**config.mk**
```make
export PLATFORM = sky130hd
export DESIGN_NAME = decode_branch_control
export DESIGN_NICKNAME = d
export VERILOG_FILES = /design/src/rtl/decode_branch_control.sv
export SDC_FILE = /design/constraint.sdc
export NUM_CORES = 1
export LEC_CHECK = 0
export ABC_AREA = 1
export BUFFER_PORTS_ARGS = -buffer_cell sky130_fd_sc_hd__clkbuf_2
export CAP_MARGIN = 20
export CORE_MARGIN = 4
export CORE_UTILIZATION = 48
export DETAILED_ROUTE_END_ITERATION = 10
export PLACE_DENSITY_LB_ADDON = 0.05
export REMOVE_ABC_BUFFERS = 1
export SLEW_MARGIN = 25
export SYNTH_ARGS = -nofsm -noshare
export SYNTH_HDL_FRONTEND = slang
export SYNTH_SLANG_ARGS = --single-unit
```
**constraint.sdc**
```tcl
create_clock -name clk -period 2.5 [get_ports clk]
set_clock_uncertainty 0.05 [all_clocks]
set_input_delay 0 -clock clk [delete_from_list [all_inputs] [get_ports clk]]
set_output_delay 0 -clock clk [all_outputs]
set_load 0.1 [all_outputs]
```
**src/rtl/decode_branch_control.sv**
```systemverilog
// -----------------------------------------------------------------------------
// decode_branch_control
//
// Instruction-decode control slice of the pipelined MIPS core. Decodes the
// IF/ID opcode into the main datapath control signals, computes the branch and
// jump targets from the IF/ID PC+4 value, and registers the execute-bound
// control bundle and sign-extended immediate into the ID/EX stage.
//
// Ports:
//   clk, rst_n        clock, asynchronous active-low reset
//   instr, pc         instruction and PC+4 from IF/ID
//   rs_eq_rt          branch comparator result
//   hold, flush       ID/EX stall and bubble insertion (flush wins)
//   reg_dst .. reg_write, alu_op
//                     combinational decode of instr[31:26]
//   branch_taken      branch & rs_eq_rt
//   branch_target     pc + (sext(imm) << 2), wraps modulo 2^32
//   jump_target       {pc[31:28], instr[25:0], 2'b00}
//   ctrl_q            registered {RegDst, MemRead, MemtoReg, ALUOp, MemWrite,
//                     ALUSrc, RegWrite}
//   imm_q             registered sign-extended immediate
// -----------------------------------------------------------------------------
module decode_branch_control (
  input  logic        clk,
  input  logic        rst_n,
  input  logic [31:0] instr,
  input  logic [31:0] pc,
  input  logic        rs_eq_rt,
  input  logic        hold,
  input  logic        flush,
  output logic        reg_dst,
  output logic        jump,
  output logic        branch,
  output logic        mem_read,
  output logic        mem_to_reg,
  output logic        mem_write,
  output logic        alu_src,
  output logic        reg_write,
  output logic [1:0]  alu_op,
  output logic        branch_taken,
  output logic [31:0] branch_target,
  output logic [31:0] jump_target,
  output logic [7:0]  ctrl_q,
  output logic [31:0] imm_q
);

  typedef enum logic [5:0] {
    OP_RTYPE = 6'b000000,
    OP_J     = 6'b000010,
    OP_BEQ   = 6'b000100,
    OP_ADDI  = 6'b001000,
    OP_LW    = 6'b100011,
    OP_SW    = 6'b101011
  } opcode_e;

  logic [31:0] imm_sext;
  logic [7:0]  ctrl_dec;
  logic [7:0]  ctrl_d;
  logic [31:0] imm_d;

  // NOTE: every signal written here gets a default first, so opcodes outside
  // the decoded set fall through to an all-zero NOP and no latch is inferred.
  always_comb begin
    reg_dst    = 1'b0;
    jump       = 1'b0;
    branch     = 1'b0;
    mem_read   = 1'b0;
    mem_to_reg = 1'b0;
    mem_write  = 1'b0;
    alu_src    = 1'b0;
    reg_write  = 1'b0;
    alu_op     = 2'b00;
    case (instr[31:26])
      OP_RTYPE: begin
        reg_dst   = 1'b1;
        reg_write = 1'b1;
        alu_op    = 2'b10;
      end
      OP_LW: begin
        mem_read   = 1'b1;
        mem_to_reg = 1'b1;
        alu_src    = 1'b1;
        reg_write  = 1'b1;
      end
      OP_SW: begin
        mem_write = 1'b1;
        alu_src   = 1'b1;
      end
      OP_BEQ: begin
        branch = 1'b1;
        alu_op = 2'b01;
      end
      OP_ADDI: begin
        alu_src   = 1'b1;
        reg_write = 1'b1;
      end
      OP_J: begin
        jump = 1'b1;
      end
      default: ;
    endcase
  end

  assign ctrl_dec = {reg_dst, mem_read, mem_to_reg, alu_op, mem_write,
                     alu_src, reg_write};

  assign imm_sext      = {{16{instr[15]}}, instr[15:0]};
  // Shifting left by two drops the top two bits of the extended immediate.
  assign branch_target = pc + {imm_sext[29:0], 2'b00};
  assign jump_target   = {pc[31:28], instr[25:0], 2'b00};
  assign branch_taken  = branch & rs_eq_rt;

  // A bubble clears the control bundle, but the immediate only advances when
  // the stage is not also stalled.
  always_comb begin
    ctrl_d = ctrl_q;
    imm_d  = imm_q;
    if (flush) begin
      ctrl_d = 8'h00;
      if (!hold) imm_d = imm_sext;
    end else if (!hold) begin
      ctrl_d = ctrl_dec;
      imm_d  = imm_sext;
    end
  end

  // NOTE: state registers use non-blocking assignments so every flop samples
  // the pre-edge values regardless of process ordering.
  always_ff @(posedge clk or negedge rst_n) begin
    if (!rst_n) begin
      ctrl_q <= 8'h00;
      imm_q  <= 32'h0000_0000;
    end else begin
      ctrl_q <= ctrl_d;
      imm_q  <= imm_d;
    end
  end

endmodule

```
Yosys cells after proc, flatten, opt, wreduce, memory -nomap -nowiden:

Index checks and enable logic that the tools add are counted.

* ROM bits: 0
* bits of input ports: 69
* bits in latches: 0
* bits in registers: 24
* output and inout bits: 115
* logic and storage cells: 23
* memories: 0
* memory bits (writable): 0

* order comparisons: 0
* reduce and logical (&&, ||, !) cells: 3
* $add $sub $neg: 1
* multiplexer cells: 10
* multipliers: 0
* bitwise gates (word level): 1
* shifts and indexed selects: 0
* div/mod/pow operators: 0
* equal/unequal tests: 6

Operators with widths (count)
* adder 32 bit: 1
* 2-to-1 mux 8 bit: 2
* equality test 6 bit, second input constant: 2
* 2-to-1 mux 1 bit: 7
* equality test 6 x 2 -> 1 bit, second input constant: 1
* equality test 6 x 3 -> 1 bit, second input constant: 1
* equality test 6 x 4 -> 1 bit, second input constant: 1
* zero test 6 bit: 1
* OR reduction 3 bit: 2
* one-hot mux 2 bit (2 select lines): 1
* != test 2 x 1 -> 1 bit, second input constant: 1
* AND 1 bit: 1

Logic depth before layout (Yosys ltp):

* word-level depth: 5
* mapped depth: 12
* gate-level depth less buffers: 12

Worst setup path after synthesis:

OpenSTA, ideal clock, no wires.

* path type: input port to output port
* start point: input port instr[28]
* end point: output port jump
* path slack: -0.834 ns
* stages: 3
* arrival: 3.284 ns
* path buffers: 0
* required time: 2.450 ns
* cells stage by stage: inv_1 -> nand2_1 -> nor4b_1

* longest elaborated chain between the ends: 2

Ends and longest elaborated chain
* from (decl): line 26 `input logic [31:0] instr,`
* equality test 6 x 2 -> 1 bit: line 73 `case (instr[31:26])`
* 2-to-1 mux 1 bit: line 73
* to (decl): line 32 `output logic jump,`

Every way passes these cells.

Worst setup path in the final report:

* start point: input port instr[9]
* end point: output port branch_target[12]

* longest elaborated chain between the ends: 1

Ends and longest elaborated chain
* adder 32 bit: line 109 `assign branch_target = pc + {imm_sext[29:0], 2'b00};`
* to (decl): line 41 `output logic [31:0] branch_target,`

Every way passes these cells.

==> run summary <==
The first global-routing pass estimated 17200 µm of wire. The worst setup path is of the in2out kind. The clock insertion delay at the later pin of the skew report was 0.25 ns; the via count of the routed design was 3963. Derived from the worst setup path, the maximum achievable clock frequency is 0.421 GHz. In this design, the stage delay of the slowest critical-path cell is 0.54 ns. The switching share of total power was 0.684. The number of buffers added by the clock tree synthesis step was 3.

Buffers placed on the I/O ports in this run total 157. Setup violations remaining at the end of the flow were counted as 0. Power share of the sequential group: 0.144. The area of the placeable core is 7210 µm², and the clock slew seen by the registers of the worst setup and hold paths is 0.07 ns.

The detailed-routing iteration count for the pre-antenna-repair pass came out at 4. The tools report the final max-slew violation count as 0. The yosys synthesis warning count is 0, and the wire length on met2 is 5290 µm.

In the final routed layout, each cell accounts on average for 12.5 µm. For the number of standard-cell rows in the floorplan, the log shows 31. The mean instance size in the synthesized netlist was 5.76 µm². Most used standard cell by instance count after synthesis: sky130_fd_sc_hd__nand2_1.

Once detail routing completed, the nets flagged for antenna violations numbered 0. The share of cell area taken by muxes after synthesis is 0. The net count of the finished layout is 849.

In the final routing, the length of wire on met1 measures 4410 µm. At the worst endpoint, the required time is 2.45 ns. The ratio of routed vias to standard cells is 4.68, and the total negative setup slack is 0 ns. The simple-gate portion of the synthesized area is 0.414. The run gives 0 as the final number of hold-violating endpoints.

Library cell appearing most often on the critical path: sky130_fd_sc_hd__clkbuf_2. The fraction of synthesized cell area taken by the top area cell type was 0.263; the H-tree depth was 1. The relative slew slack is 0.289.

The async set-reset flop share out of synthesis is 1.00, and the xor/xnor cell area share of the yosys netlist is 0.0369. Endpoint class of the critical path: an output port. The logs give 0 for the sum of overflow across all layers after global routing and 4420 µm² for the finished layout cell area. The area of the mapped netlist was 3560 µm²; the layout overhead on the synthesized area was 24.4%. Overall power consumption after layout is estimated at 2.77 mW.

The DRC violations left came out at 0. The post-synthesis sequential area ratio is 0.155. The run finished with clean final reports. STA classifies the critical path startpoint as a primary input. TritonCTS built the clock tree. Summed over all instances, the cell type with the most area after synthesis is sky130_fd_sc_hd__nand2_1. Counting instances in the post-synthesis netlist gives the leading cell types as sky130_fd_sc_hd__nand2_1, sky130_fd_sc_hd__inv_1, sky130_fd_sc_hd__buf_4. In this run, the number of DRC markers left after iteration 0 of detailed routing was 138.

The number of buffers and inverters on the critical path came out at 4. The cell area after placement was 4070 µm². The final weighted congestion in routability-driven placement came out at 0.905.

The count of state elements after synthesis was 22. Total routing usage reported by global routing: 0.240. The detailed-route wire length was 10600 µm; the starting density of the core was 0.493. VDD sags by at most 0.000506 V. Counting tap cells, the placed design contains a total of 816 instances. In this run the deepest clock path goes through 2 buffers. The portion of total power attributed to the clock network came out at 0.076.

The shortest period the worst path allows was 2.38 ns; the post-route fraction of the period consumed by the critical path was 0.951. The max-capacitance violation count was 0; the internal portion of total power was 874 µW. The largest family of logic cells by synthesized area is simple AND/OR/NAND/NOR gates. The signal on the critical path passes through dlygate4sd3_1 > clkbuf_2 > ha_1 > nand2_1 > inv_1 > a21oi_2 > nand3_2 > xor2_1 > clkbuf_2. The die extent in y was 94.1 µm. The core occupancy in the finished layout is 0.613. Across all hold checks on the routed design, the worst slack comes to 0.0264 ns.

Minimum setup slack in the final design: 0.122 ns. Data on the critical path arrives at its endpoint at 2.33 ns. Entering global routing, the biggest net connects 26 pins.

Summed over all nets, wire length on met3 after detailed routing comes to 720 µm. Dividing total power by cell area gives a power density of 625 nW/µm². In this run the worst path has a maximum fanout of 4.

The type of the worst min-delay path is in2reg. Top flip-flop cell by instance count after synthesis: sky130_fd_sc_hd__dfrtp_1. Dominant delay contributor by cell family on the critical path: buffers and inverters. The largest individual stage delay along the critical path comes from the cell sky130_fd_sc_hd__dlygate4sd3_1.

Counting every sink on the clock net gives 22. The tools report the number of distinct standard cells referenced by the synthesized netlist as 29. Yosys attributes the largest share of cell area to sky130_fd_sc_hd__nand2_1, sky130_fd_sc_hd__dfrtp_1, sky130_fd_sc_hd__buf_4. In this run the power spent charging and discharging nets is 1.89 mW.

The die is 94.1 µm wide. The area fraction in compound gates after synthesis works out to 0.0528. Pin placement for this block handled 184 I/O pins. Clock tree synthesis selected as its root buffer the cell sky130_fd_sc_hd__clkbuf_8. The highest metal layer with signal wires was met4. The floorplan step defined a die boundary enclosing 8850 µm². The combinational fraction of design power is 0.780.

Counting every instance in the synthesized netlist gives 617. The leakage power was 2.86 nW. In this run, synthesis inferred 0 flip-flops with an integrated enable. The proportion of layout cells with a drive suffix above 1 is 0.259, and the number of antenna violations at the first check in global routing is 0.

The finished layout holds 847 standard cells, fillers aside. The placed wire-length estimate was 8790 µm. The via count of the first global-routing pass is 3763, and the post-placement setup slack is 0.345 ns. The count of inserted antenna diode cells was 0; the post-synthesis share of cell area spent on full adders, half adders and majority gates was 0.108. For the pin with the worst max-slew slack, the measured transition is 1.06 ns.
## tightest hold or removal path: cells and delay by family
kind / cells / cell delay [ns]
AOI/OAI and AO/OA: 1 / 0.09
buffers and inverters: 2 / 0.20
## power groups by stage
stage / clock network (mW) / logic, mW / registers (mW)
floorplan: 0 / 1.19 / 0.749
CTS: 0.218 / 2.14 / 0.397
finish: 0.210 / 2.16 / 0.398
global placement: 0 / 2.02 / 0.404
detailed placement: 0 / 2.02 / 0.404
global route: 0.227 / 2.27 / 0.402
## path summary, 6_finish.rpt
path,startpoint,to,slack [ns],cells after the start
worst max-delay path,instr[9],branch_target[12],0.12,9
worst min-delay path,instr[1],imm_q[1],0.03,3
worst max register to register,imm_q[15],imm_q[15],1.58,2
worst min register to register,imm_q[10],imm_q[10],0.43,2
max in group asynchronous,rst_n,ctrl_q[4],1.82,2
min in group asynchronous,rst_n,imm_q[7],0.21,2
## placed cells by master (no fill, tap or decap), drive strengths merged
master and n:
xnor2 2, inv 108, nor4b 1, ha 29, a21oi 20, o21bai 5, dfrtp 22, clkbuf 150
fa 1, buf 10, nand2 257, xor2 13, o22ai 1, o21ai 5, nand4 6, a21o 1
nor2 46, dlygate4sd3 28, nand3 35, conb 2, nor3 6
## logic make-up (layout without fill, tap and decap cells)
group | count (synthesis) | count (layout)
flops | 22 | 22
compound gates | 32 | 32
fa+ha+maj | 30 | 30
other cells | 1 | 2
simple gates | 351 | 351
buf+inv | 166 | 296
xor+xnor | 15 | 15
## flip-flops by register name, indices dropped and copies added (netlist names)
name,count
imm_q,16
ctrl_q,6
## per-layer routing
layer,vias up,global-route usage
met3,14,0.0313
met2,130,0.438
met4,0,0.0421
li1,2090,-
met1,1729,0.303
met5,-,0
## repair_timing
| item | 4_1_cts | 5_1_grt |
|---|---|---|
| endpoints found under the setup margin | 0 | 15 |
| endpoints found under the hold margin | 51 | 0 |
| gates resized for setup | 0 | 27 |
| hold buffers | 28 | 0 |
| buffers inserted | 0 | 0 |
## final cells by class
class | instances | area [µm²]
timing repair buffer | 185 | 1120
multi-input combinational | 430 | 2180
fill | 754 | 2790
tap | 99 | 124
sequential | 22 | 551
inverter | 108 | 405
clock buffer | 3 | 41.3
(Power assumes the default switching activity.)
